$ cat config.mk
export PLATFORM = sky130hd
export DESIGN_NAME = sc_parity_framer
export DESIGN_NICKNAME = d
export VERILOG_FILES = /design/src/rtl/sc_parity_framer.sv
export SDC_FILE = /design/constraint.sdc
export NUM_CORES = 1
export LEC_CHECK = 0
export CAP_MARGIN = 20
export CORE_UTILIZATION = 45
export CTS_BUF_LIST = sky130_fd_sc_hd__clkbuf_4
export CTS_CLUSTER_DIAMETER = 150
export DETAILED_ROUTE_END_ITERATION = 7
export HOLD_SLACK_MARGIN = 0.02
export PLACE_DENSITY = 0.69
export SLEW_MARGIN = 10
export SYNTH_ARGS = -nofsm -noshare
export SYNTH_HDL_FRONTEND = slang
export SYNTH_SLANG_ARGS = --single-unit
$ cat constraint.sdc
create_clock -name sc_parity_framer_CLOCK_50 -period 2 [get_ports sc_parity_framer_CLOCK_50]
set_input_delay 0.6 -clock sc_parity_framer_CLOCK_50 [delete_from_list [all_inputs] [get_ports sc_parity_framer_CLOCK_50]]
set_output_delay 0.6 -clock sc_parity_framer_CLOCK_50 [all_outputs]
set_load 0.01 [all_outputs]
$ cat src/rtl/sc_parity_framer.sv
// -----------------------------------------------------------------------------
// sc_parity_framer
//
// Serial-to-parallel parity framer for the receive side of a scrambled or
// difference-coded serial link. It takes the single-bit stream from the XOR
// stage, MSB first, collects DATA_WIDTH data bits and then one parity bit,
// checks the parity, and presents the word to the downstream stage with a
// valid/ready handshake.
//
// Parameters
//   DATA_WIDTH  data bits per frame (2..32)
//   PARITY_ODD  0 = even parity, 1 = odd parity
//
// Ports
//   sc_parity_framer_CLOCK_50      in   system clock, rising edge
//   sc_parity_framer_RESET_InLow   in   asynchronous active-low reset
//   sc_parity_framer_clear_In      in   synchronous clear, drops partial/held frame
//   sc_parity_framer_bit_In        in   serial bit, MSB first
//   sc_parity_framer_bitValid_In   in   bit_In is valid this cycle
//   sc_parity_framer_bitReady_Out  out  framer accepts a bit this cycle
//   sc_parity_framer_data_Out      out  assembled data word
//   sc_parity_framer_err_Out       out  parity mismatch for the presented word
//   sc_parity_framer_valid_Out     out  data_Out / err_Out are valid
//   sc_parity_framer_ready_In      in   downstream accepts the word
//   sc_parity_framer_errCnt_Out    out  [7:0] saturating count of bad frames
//                                       (only with SC_PARITY_FRAMER_ERRCNT_EN)
//
// Optional feature macro: SC_PARITY_FRAMER_ERRCNT_EN
// -----------------------------------------------------------------------------
module sc_parity_framer #(
    parameter int DATA_WIDTH = 8,
    parameter int PARITY_ODD = 0
) (
    input  logic                  sc_parity_framer_CLOCK_50,
    input  logic                  sc_parity_framer_RESET_InLow,
    input  logic                  sc_parity_framer_clear_In,
    input  logic                  sc_parity_framer_bit_In,
    input  logic                  sc_parity_framer_bitValid_In,
    output logic                  sc_parity_framer_bitReady_Out,
    output logic [DATA_WIDTH-1:0] sc_parity_framer_data_Out,
    output logic                  sc_parity_framer_err_Out,
    output logic                  sc_parity_framer_valid_Out,
`ifdef SC_PARITY_FRAMER_ERRCNT_EN
    output logic [7:0]            sc_parity_framer_errCnt_Out,
`endif
    input  logic                  sc_parity_framer_ready_In
);

    localparam int   CNT_W    = $clog2(DATA_WIDTH);
    localparam logic PAR_ODD  = 1'(PARITY_ODD);
    localparam logic [CNT_W-1:0] CNT_LAST = CNT_W'(DATA_WIDTH - 1);

    typedef enum logic [1:0] {
        COLLECT = 2'd0,
        CHECK   = 2'd1,
        HOLD    = 2'd2
    } state_e;

    state_e                state_q;
    logic [CNT_W-1:0]      cnt_q;
    logic                  par_q;
    logic [DATA_WIDTH-1:0] shreg_q;
    logic [DATA_WIDTH-1:0] data_q;
    logic                  err_q;
    logic                  valid_q;

    logic                  bit_accept;
    logic                  frame_err;

    // Readiness depends only on the state register, so upstream never sees a
    // combinational path from its own valid back to ready.
    assign sc_parity_framer_bitReady_Out = (state_q != HOLD);
    assign bit_accept = sc_parity_framer_bitValid_In & sc_parity_framer_bitReady_Out;

    // Received parity bit versus the parity expected from the data bits.
    assign frame_err = sc_parity_framer_bit_In != (par_q ^ PAR_ODD);

    assign sc_parity_framer_data_Out  = data_q;
    assign sc_parity_framer_err_Out   = err_q;
    assign sc_parity_framer_valid_Out = valid_q;

    // NOTE: all state here is updated with non-blocking assignments so every
    // register samples the pre-edge value of every other register.
    always_ff @(posedge sc_parity_framer_CLOCK_50 or negedge sc_parity_framer_RESET_InLow) begin
        if (!sc_parity_framer_RESET_InLow) begin
            state_q <= COLLECT;
            cnt_q   <= '0;
            par_q   <= 1'b0;
            shreg_q <= '0;
            data_q  <= '0;
            err_q   <= 1'b0;
            valid_q <= 1'b0;
        end else if (sc_parity_framer_clear_In) begin
            // NOTE: clear deliberately leaves data_q/err_q alone; only the
            // handshake and frame-assembly state are discarded.
            state_q <= COLLECT;
            cnt_q   <= '0;
            par_q   <= 1'b0;
            shreg_q <= '0;
            valid_q <= 1'b0;
        end else begin
            unique case (state_q)
                COLLECT: begin
                    if (bit_accept) begin
                        shreg_q <= {shreg_q[DATA_WIDTH-2:0], sc_parity_framer_bit_In};
                        par_q   <= par_q ^ sc_parity_framer_bit_In;
                        if (cnt_q == CNT_LAST) begin
                            state_q <= CHECK;
                        end else begin
                            cnt_q <= cnt_q + CNT_W'(1);
                        end
                    end
                end

                CHECK: begin
                    if (bit_accept) begin
                        data_q  <= shreg_q;
                        err_q   <= frame_err;
                        valid_q <= 1'b1;
                        cnt_q   <= '0;
                        par_q   <= 1'b0;
                        state_q <= HOLD;
                    end
                end

                HOLD: begin
                    if (sc_parity_framer_ready_In) begin
                        valid_q <= 1'b0;
                        state_q <= COLLECT;
                    end
                end

                default: begin
                    state_q <= COLLECT;
                end
            endcase
        end
    end

`ifdef SC_PARITY_FRAMER_ERRCNT_EN
    // Counts frames that enter HOLD with a parity error. Survives clear_In so
    // link-quality statistics are not lost when a frame is flushed.
    logic [7:0] err_cnt_q;
    logic       err_frame_done;

    assign err_frame_done = !sc_parity_framer_clear_In && (state_q == CHECK)
                            && bit_accept && frame_err;

    always_ff @(posedge sc_parity_framer_CLOCK_50 or negedge sc_parity_framer_RESET_InLow) begin
        if (!sc_parity_framer_RESET_InLow) begin
            err_cnt_q <= 8'd0;
        end else if (err_frame_done && (err_cnt_q != 8'hFF)) begin
            err_cnt_q <= err_cnt_q + 8'd1;
        end
    end

    assign sc_parity_framer_errCnt_Out = err_cnt_q;
`endif

`ifndef SYNTHESIS
    // A presented word stays put until the handshake, clear or reset.
    a_hold_stable: assert property (
        @(posedge sc_parity_framer_CLOCK_50) disable iff (!sc_parity_framer_RESET_InLow)
        (valid_q && !sc_parity_framer_ready_In && !sc_parity_framer_clear_In)
        |=> (valid_q && $stable(data_q) && $stable(err_q))
    );

    // valid_Out is high exactly while the framer is in HOLD.
    a_valid_is_hold: assert property (
        @(posedge sc_parity_framer_CLOCK_50) disable iff (!sc_parity_framer_RESET_InLow)
        valid_q == (state_q == HOLD)
    );
`endif

endmodule

==> results of run 1 <==
[kinds of logic (layout without fill, tap and decap cells)]
| logic type | count (synthesis) | in the layout | share of synthesized area, % |
|---|---|---|---|
| and+or+nand+nor | 36 | 36 | 19.8 |
| DFF | 24 | 24 | 55.2 |
| AOI/OAI and AO/OA | 21 | 21 | 9.90 |
| muxes | 8 | 8 | 8.29 |
| buffers and inverters | 6 | 31 | 3.68 |
| adders and majority gates | 2 | 2 | 2.30 |
| xor gates and xnor gates | 1 | 1 | 0.806 |
[layer usage]
layer / part of all wire [%] / routed length, µm
met5: 0 / 0
met4: 0 / 0
met3: 3.8 / 73
met2: 45 / 872
met1: 51 / 998
[stage by stage]
step | cells | instance area [µm²] | power [mW] | setup WS [ns] | hold WS [ns]
2_1_floorplan | 98 | 1090 | 0.531 | 0.529 | 0.304
3_3_place_gp | 147 | 1320 | 0.570 | -0.0364 | 0.493
3_5_place_dp | 147 | 1320 | 0.572 | -0.0762 | 0.496
4_1_cts | 151 | 1370 | 0.919 | 0.164 | 0.527
5_1_grt | 151 | 1370 | 0.936 | 0.118 | 0.545
6_report | 151 | 1370 | 0.904 | 0.179 | 0.520
[flip-flops by register name (all words and copies together), names as in the netlist]
register and cells:
sc_parity_framer_data_Out 8, state_q 2, cnt_q 3, sc_parity_framer_valid_Out 1, sc_parity_framer_err_Out 1, shreg_q 8, par_q 1
[what timing repair did]
action,4_1_cts,5_1_grt
buffers inserted,0,0
endpoints found under the hold margin,0,0
setup endpoints to repair,1,0
gates resized for setup,1,0
[worst register-to-register path, stage by stage, from the launching register on]
cell                       delay (ns)
sky130_fd_sc_hd__dfrtp_1         0.40
sky130_fd_sc_hd__buf_4           0.16
sky130_fd_sc_hd__and4bb_2        0.45
sky130_fd_sc_hd__mux2_2          0.37
[path summary, 6_finish.rpt]
kind | startpoint | cells past startpoint | endpoint | slack (ns)
min | sc_parity_framer_data_Out[6]$_DFFE_PN0P_ | 1 | sc_parity_framer_data_Out[6]$_DFFE_PN0P_ | 0.52
min reg2reg | sc_parity_framer_data_Out[6]$_DFFE_PN0P_ | 1 | sc_parity_framer_data_Out[6]$_DFFE_PN0P_ | 0.52
max reg2reg | state_q[1]$_DFFE_PN0P_ | 3 | sc_parity_framer_data_Out[7]$_DFFE_PN0P_ | 0.52
min in group asynchronous | sc_parity_framer_RESET_InLow | 2 | shreg_q[7]$_DFFE_PN0P_ | 0.64
max | sc_parity_framer_data_Out[1]$_DFFE_PN0P_ | 1 | sc_parity_framer_data_Out[1] | 0.18
max in group asynchronous | sc_parity_framer_RESET_InLow | 2 | sc_parity_framer_data_Out[0]$_DFFE_PN0P_ | 1.12
[cells in the final DEF (no fill, tap or decap), drive strengths merged, types with 2 or more instances in the layout]
cell           instances
dfrtp                 24
nand2                 16
a21oi                 16
clkdlybuf4s50         15
buf                   10
mux2                   8
o21ai                  4
nand2b                 4
clkbuf                 3
or2                    2
nand4                  2
ha                     2
nor3b                  2
[cell type report]
cell class | instances | area (µm²) | share of cell area (%)
clock inverter | 1 | 30.0 | 2.19
tap | 28 | 35.0 | 2.55
multi-input combinational | 68 | 447 | 32.5
timing repair buffer | 26 | 234 | 17.0
sequential | 24 | 601 | 43.8
clock buffer | 3 | 22.5 | 1.64
inverter | 1 | 3.75 | 0.273
[power groups by stage]
| stage | combinational [mW] | clock, mW | sequential [mW] |
|---|---|---|---|
| finish | 0.0646 | 0.342 | 0.498 |
| global route | 0.0729 | 0.365 | 0.498 |
| CTS | 0.0652 | 0.357 | 0.497 |
| detailed placement | 0.0649 | 0 | 0.507 |
| global placement | 0.0634 | 0 | 0.506 |
| floorplan | 0.0257 | 0 | 0.505 |
==> results.txt, run 1 <==
----------------------------------------------------
[Status]
  Result of the run ... finished, final reports clean

[Place]
  Count of input and output buffers ... 16
  Placed wire-length estimate ... 1360 µm
  Placer congestion estimate ... 0.768

[Global route]
  GR met1 Demand/Resource ... 25.4%
  Highest-utilization routing layer at the global route stage ... met2
  GR met3 Demand/Resource ... 2.98%
  Antenna violations before repair ... 0
  Total Routing Usage GR ... 17.6%
  Met2 track demand over resource in global routing ... 27.4%
  Global-route wire length before repair ... 3400 µm
  Number of global-route vias before repair ... 722
  Congestion Overflow GR ... 0
  Largest net degree at the start of global routing ... 25

[Pwr]
  Worst-case vdd ir drop ... 0.000438 V
  Clock Power Share ... 37.8%
  Seq pwr share ... 55.0%
  Internal cell power ... 0.725 mW
  Power per cell area ... 659 mW/mm²
  Switching share of power ... 19.9%
  Proportion of power drawn by combinational gates ... 7.1%
  Total leakage power ... 0.619 nW
  Switching Power ... 0.179 mW

[Clock tree]
  Hold Buf Count CTS ... 0
  CTS root buffer ... sky130_fd_sc_hd__clkbuf_4
  Inserted Clock Buffers ... 3
  Num Clock Sinks ... 24
  Worst skew pair latency ... 0.31 ns
  Clock H-tree levels ... 1
  Clock-pin transition on the worst setup and hold timing paths ... 0.13 ns
  CTS Buffer Depth ... 2
  CTS tree ... yes

[STA]
  Worst rel slew slack ... 79.6%
  Worst clock skew on the final layout ... 0.00888 ns
  Share of the clock period used by the worst path after layout ... 91.1%
  Final setup fails ... 0
  Max-slew violations ... 0
  RSZ-0062 raised after global routing ... false
  Max Freq ... 0.549 GHz
  Final Critical Period ... 1.82 ns
  Number of hold violations in the final report ... 0
  Sum of negative setup slack ... 0 ns
  Slew of the pin with the lowest slew margin ... 0.306 ns

[Floorplan]
  Count of pins on the block boundary ... 17
  Initial Utilization ... 48.2%
  Area of the core ... 0.00225 mm²
  Horizontal extent of the die ... 51.2 µm
  Die area ... 0.00262 mm²
  Cell row count ... 17
  Chip Height ... 51.2 µm

[Synthesis]
  Post-Syn Instances ... 98
  Share of the synthesized area in the top cell type ... 55.2%
  Most instantiated flip-flop cell in the synthesis netlist ... sky130_fd_sc_hd__dfrtp_1
  Mapped Nets ... 106
  Count of flip-flops with a built-in enable after synthesis ... 0
  Async set-reset flop share out of synthesis ... 100%
  Mapped cell area ... 0.00109 mm²
  Post-synthesis cell type count ... 28
  FF+latch count, synth ... 24
  Seq/Total Area, Yosys ... 55.2%
  Cell types with the largest area share after synthesis ... sky130_fd_sc_hd__dfrtp_1, sky130_fd_sc_hd__mux2_2, sky130_fd_sc_hd__a21oi_1
  Mapped Avg Cell Area ... 11.1 µm²
  Library cell with the highest instance count after synthesis ... sky130_fd_sc_hd__dfrtp_1
  Synthesis Warnings ... 0
  Cell taking the most area after synthesis ... sky130_fd_sc_hd__dfrtp_1
  Leading cell types by count after synthesis ... sky130_fd_sc_hd__dfrtp_1, sky130_fd_sc_hd__a21oi_1, sky130_fd_sc_hd__nand2_1, sky130_fd_sc_hd__mux2_2, sky130_fd_sc_hd__o21ai_0

[Setup path]
  Peak per-stage delay on the critical path ... 0.54 ns
  Buffer and inverter count on the worst path ... 1
  Critical Path, Cell by Cell ... clkdlybuf4s50_1
  Crit-path slowest cell ... sky130_fd_sc_hd__clkdlybuf4s50_1
  Category of the worst setup path launch point ... register
  Required time at the worst-slack endpoint ... 1.40 ns
  Worst-path maximum fanout ... 2
  Data arrival at the endpoint of the critical path ... 1.22 ns
  Sort of element at the end of the critical path ... output port
  Family of cells with the greatest summed delay on the critical path ... buffers and inverters
  Worst Path Class, Setup ... register to output port

[Detailed routing]
  DRC Markers ... 0
  Vias/cell ... 5.09
  Post-DR wirelength/cell ... 12.9 µm
  Drt pass-1 iters ... 4
  DRT antenna net count ... 0
  Vias post-DR ... 768
  Routed WL ... 1940 µm
  Initial DRC Count ... 11

[Cells and area]
  Area added between synthesis and finish ... 26.2%
  Fraction of the core area covered by cells at the end of the flow ... 60.9%
  Count of filler cells inserted in the layout ... 193
  Antenna Cells ... 0
  Nets ... 132
  Share of cells above drive strength 1 ... 22.0%

[Hold path]
  Classification of the worst-slack hold path ... register to register

[Run]
  Count of maximum capacitance violations ... 0

----------------------------------------------------
Note: power is estimated with default switching activity, not from simulation.
==> run 2: changes to the inputs <==
- CAP_MARGIN: 20 -> unset
- CELL_PAD_IN_SITES_DETAIL_PLACEMENT: unset -> 1
- CELL_PAD_IN_SITES_GLOBAL_PLACEMENT: unset -> 1
- HOLD_SLACK_MARGIN: 0.02 -> 0.06
- PLACE_DENSITY: 0.69 -> unset
- PLACE_DENSITY_LB_ADDON: unset -> 0.1
==> results.txt, run 2 (synthesized netlist as in run 1, its figures left out) <==
----------------------------------------------------
[STA]
  Max-slew violations ... 0 (unchanged)
  Final Critical Period ... 1.87 ns (+0.0478 ns)
  RSZ-0062 raised after global routing ... false
  Final setup fails ... 0 (unchanged)
  Worst clock skew on the final layout ... 0.00335 ns (-0.00552 ns)
  Max Freq ... 0.535 GHz (-2.6%)
  Final worst slack ... 0.131 ns (-0.0478 ns)
  Worst rel slew slack ... 79.6% (about the same)
  Slew of the pin with the lowest slew margin ... 0.306 ns (+0.00000191 ns)
  Number of hold violations in the final report ... 0 (unchanged)
  Share of the clock period used by the worst path after layout ... 93.4% (+2.4 points)

[Setup path]
  Reg-to-reg critical path endpoint ... sc_parity_framer_data_Out[6]$_DFFE_PN0P_
  Peak per-stage delay on the critical path ... 0.54 ns (about the same)
  CP Depth ... 1 (unchanged)
  Sort of element at the end of the critical path ... output port
  Worst-path maximum fanout ... 2 (unchanged)
  Crit-path slowest cell ... sky130_fd_sc_hd__clkdlybuf4s50_1
  Worst Path Class, Setup ... register to output port
  Buffer and inverter count on the worst path ... 1 (unchanged)
  Required time at the worst-slack endpoint ... 1.40 ns (about the same)
  Launch point of the critical path ... sc_parity_framer_err_Out$_DFFE_PN0P_
  Critical Path, Cell by Cell ... clkdlybuf4s50_1
  Worst R2R Setup Slack ... 0.47 ns (-0.05 ns)
  Worst setup path end ... sc_parity_framer_err_Out
  Family of cells with the greatest summed delay on the critical path ... buffers and inverters
  Count of cells along the worst register-to-register path ... 3 (unchanged)
  Launch instance of the worst register-to-register path ... state_q[1]$_DFFE_PN0P_
  Data arrival at the endpoint of the critical path ... 1.27 ns (+0.05 ns)
  Category of the worst setup path launch point ... register

[Cells and area]
  Leading cell type in the layout, fill and taps excluded ... sky130_fd_sc_hd__dfrtp_1
  Share of cells above drive strength 1 ... 21.3% (-0.64 points)
  Nets ... 131 (-0.76%)
  Antenna Cells ... 0 (unchanged)
  Area added between synthesis and finish ... 25.5%
  Commonest non-fill, non-tap cells in the layout ... sky130_fd_sc_hd__dfrtp_1, sky130_fd_sc_hd__nand2_1, sky130_fd_sc_hd__a21oi_1

[Pwr]
  Switching Power ... 0.201 mW (+12%)
  Switching share of power ... 21.8% (+1.9 points)
  Power per cell area ... 678 mW/mm² (+2.9%)
  Internal cell power ... 0.724 mW (about the same)
  Total leakage power ... 0.614 nW (-0.78%)
  Total chip power ... 0.925 mW (+2.3%)
  Worst-case vdd ir drop ... 0.000357 V (-19%)
  Proportion of power drawn by combinational gates ... 7.1% (about the same)
  Seq pwr share ... 53.8% (-1.2 points)
  Clock Power Share ... 39.1% (+1.3 points)

[Floorplan]
  Chip Height ... 51.2 µm (unchanged)
  Cell row count ... 17 (unchanged)
  Initial Utilization ... 48.2% (unchanged)
  Area of the core ... 0.00225 mm² (unchanged)
  Count of pins on the block boundary ... 17 (unchanged)
  Die area ... 0.00262 mm² (unchanged)
  Horizontal extent of the die ... 51.2 µm (unchanged)

[Clock tree]
  Num Clock Sinks ... 24 (unchanged)
  CTS root buffer ... sky130_fd_sc_hd__clkbuf_4
  CTS tree ... yes
  Buffers inserted by post-CTS timing repair ... 0 (unchanged)
  Inserted Clock Buffers ... 3 (unchanged)
  Clock H-tree levels ... 1 (unchanged)
  CTS Buffer Depth ... 2 (unchanged)
  Worst skew pair latency ... 0.33 ns (+0.02 ns)
  Clock-pin transition on the worst setup and hold timing paths ... 0.14 ns (about the same)

[Global route]
  Antenna violations before repair ... 0 (unchanged)
  Largest net degree at the start of global routing ... 25 (unchanged)
  Congestion Overflow GR ... 0 (unchanged)
  Global-route wire length before repair ... 4050 µm (+19%)
  Number of global-route vias before repair ... 861 (+19%)
  Total Routing Usage GR ... 22.0% (+4.4 points)

[Detailed routing]
  Drt pass-1 iters ... 4 (unchanged)
  Routed WL ... 2470 µm (+27%)
  Vias post-DR ... 809 (+5.3%)
  Vias/cell ... 5.39 (+6.0%)
  Initial DRC Count ... 7 (-4)
  DRC Markers ... 0 (unchanged)
  DRT antenna net count ... 0 (unchanged)
  Post-DR wirelength/cell ... 16.5 µm (+28%)

[Hold path]
  Classification of the worst-slack hold path ... register to register

[Run]
  Count of maximum capacitance violations ... 0 (unchanged)

[Place]
  Count of input and output buffers ... 16 (unchanged)
  Placer congestion estimate ... 0.791 (+3.0%)
  Placed wire-length estimate ... 1630 µm (+20%)
  Setup WS pre-CTS ... -0.0882 ns (-0.0119 ns)

[Status]
  Result of the run ... finished, final reports clean

----------------------------------------------------
-- run 2: stage by stage --
| stage | cells | cell area [µm²] | hold WS (ns) | utilization, % | setup TNS, ns |
|---|---|---|---|---|---|
| final | 150 | 1370 | 0.521 | 60.5 | 0 |
| after global routing | 150 | 1370 | 0.533 | 60.5 | 0 |
| after CTS | 150 | 1370 | 0.526 | 60.5 | 0 |
| after detailed placement | 146 | 1310 | 0.495 | 58.3 | -0.490 |
| after global placement | 146 | 1310 | 0.492 | 58.3 | -0.114 |
| after floorplan | 98 | 1090 | 0.304 | - | 0 |
-- run 2: what timing repair did --
item                                    CTS  global route
gates resized for setup                   1             0
endpoints found under the setup margin    1             0
hold buffers                              0             0
endpoints found under the hold margin     0             0
-- run 2: power by group through the flow --
stage          clock (mW)  sequential (mW)  combinational, mW
2_1_floorplan           0            0.505             0.0257
3_3_place_gp            0            0.506             0.0632
3_5_place_dp            0            0.507             0.0654
4_1_cts             0.369            0.498             0.0666
5_1_grt             0.376            0.499             0.0736
6_report            0.362            0.498             0.0653
-- run 2: layer usage --
metal / vias to the layer above / GRT usage (%) / routed length (µm)
met5: - / 0 / 0
met4: 0 / 11.1 / 40
met3: 4 / 2.68 / 76
met2: 16 / 36.0 / 1140
met1: 405 / 28.6 / 1210
li1: 384 / - / -
-- run 2: final cells by class --
type,count,area (µm²)
repair buffers,25,226
clock inverters,1,30.0
flip-flops and latches,24,601
multi-input cells,68,447
clock buffers,3,22.5
inverters,1,3.75
well taps,28,35.0
fillers,253,890
-- run 2: how the worst min path moves through the flow --
stage	startpoint	to	slack, ns	cells after the start
finish	sc_parity_framer_data_Out[3]$_DFFE_PN0P_	sc_parity_framer_data_Out[3]$_DFFE_PN0P_	0.52	1
global route	sc_parity_framer_data_Out[2]$_DFFE_PN0P_	sc_parity_framer_data_Out[2]$_DFFE_PN0P_	0.53	1
CTS	sc_parity_framer_data_Out[2]$_DFFE_PN0P_	sc_parity_framer_data_Out[2]$_DFFE_PN0P_	0.53	1
detailed placement	sc_parity_framer_data_Out[3]$_DFFE_PN0P_	sc_parity_framer_data_Out[3]$_DFFE_PN0P_	0.49	1
global placement	sc_parity_framer_data_Out[6]$_DFFE_PN0P_	sc_parity_framer_data_Out[6]$_DFFE_PN0P_	0.49	1
floorplan	sc_parity_framer_RESET_InLow	cnt_q[0]$_DFFE_PN0P_	0.30	0
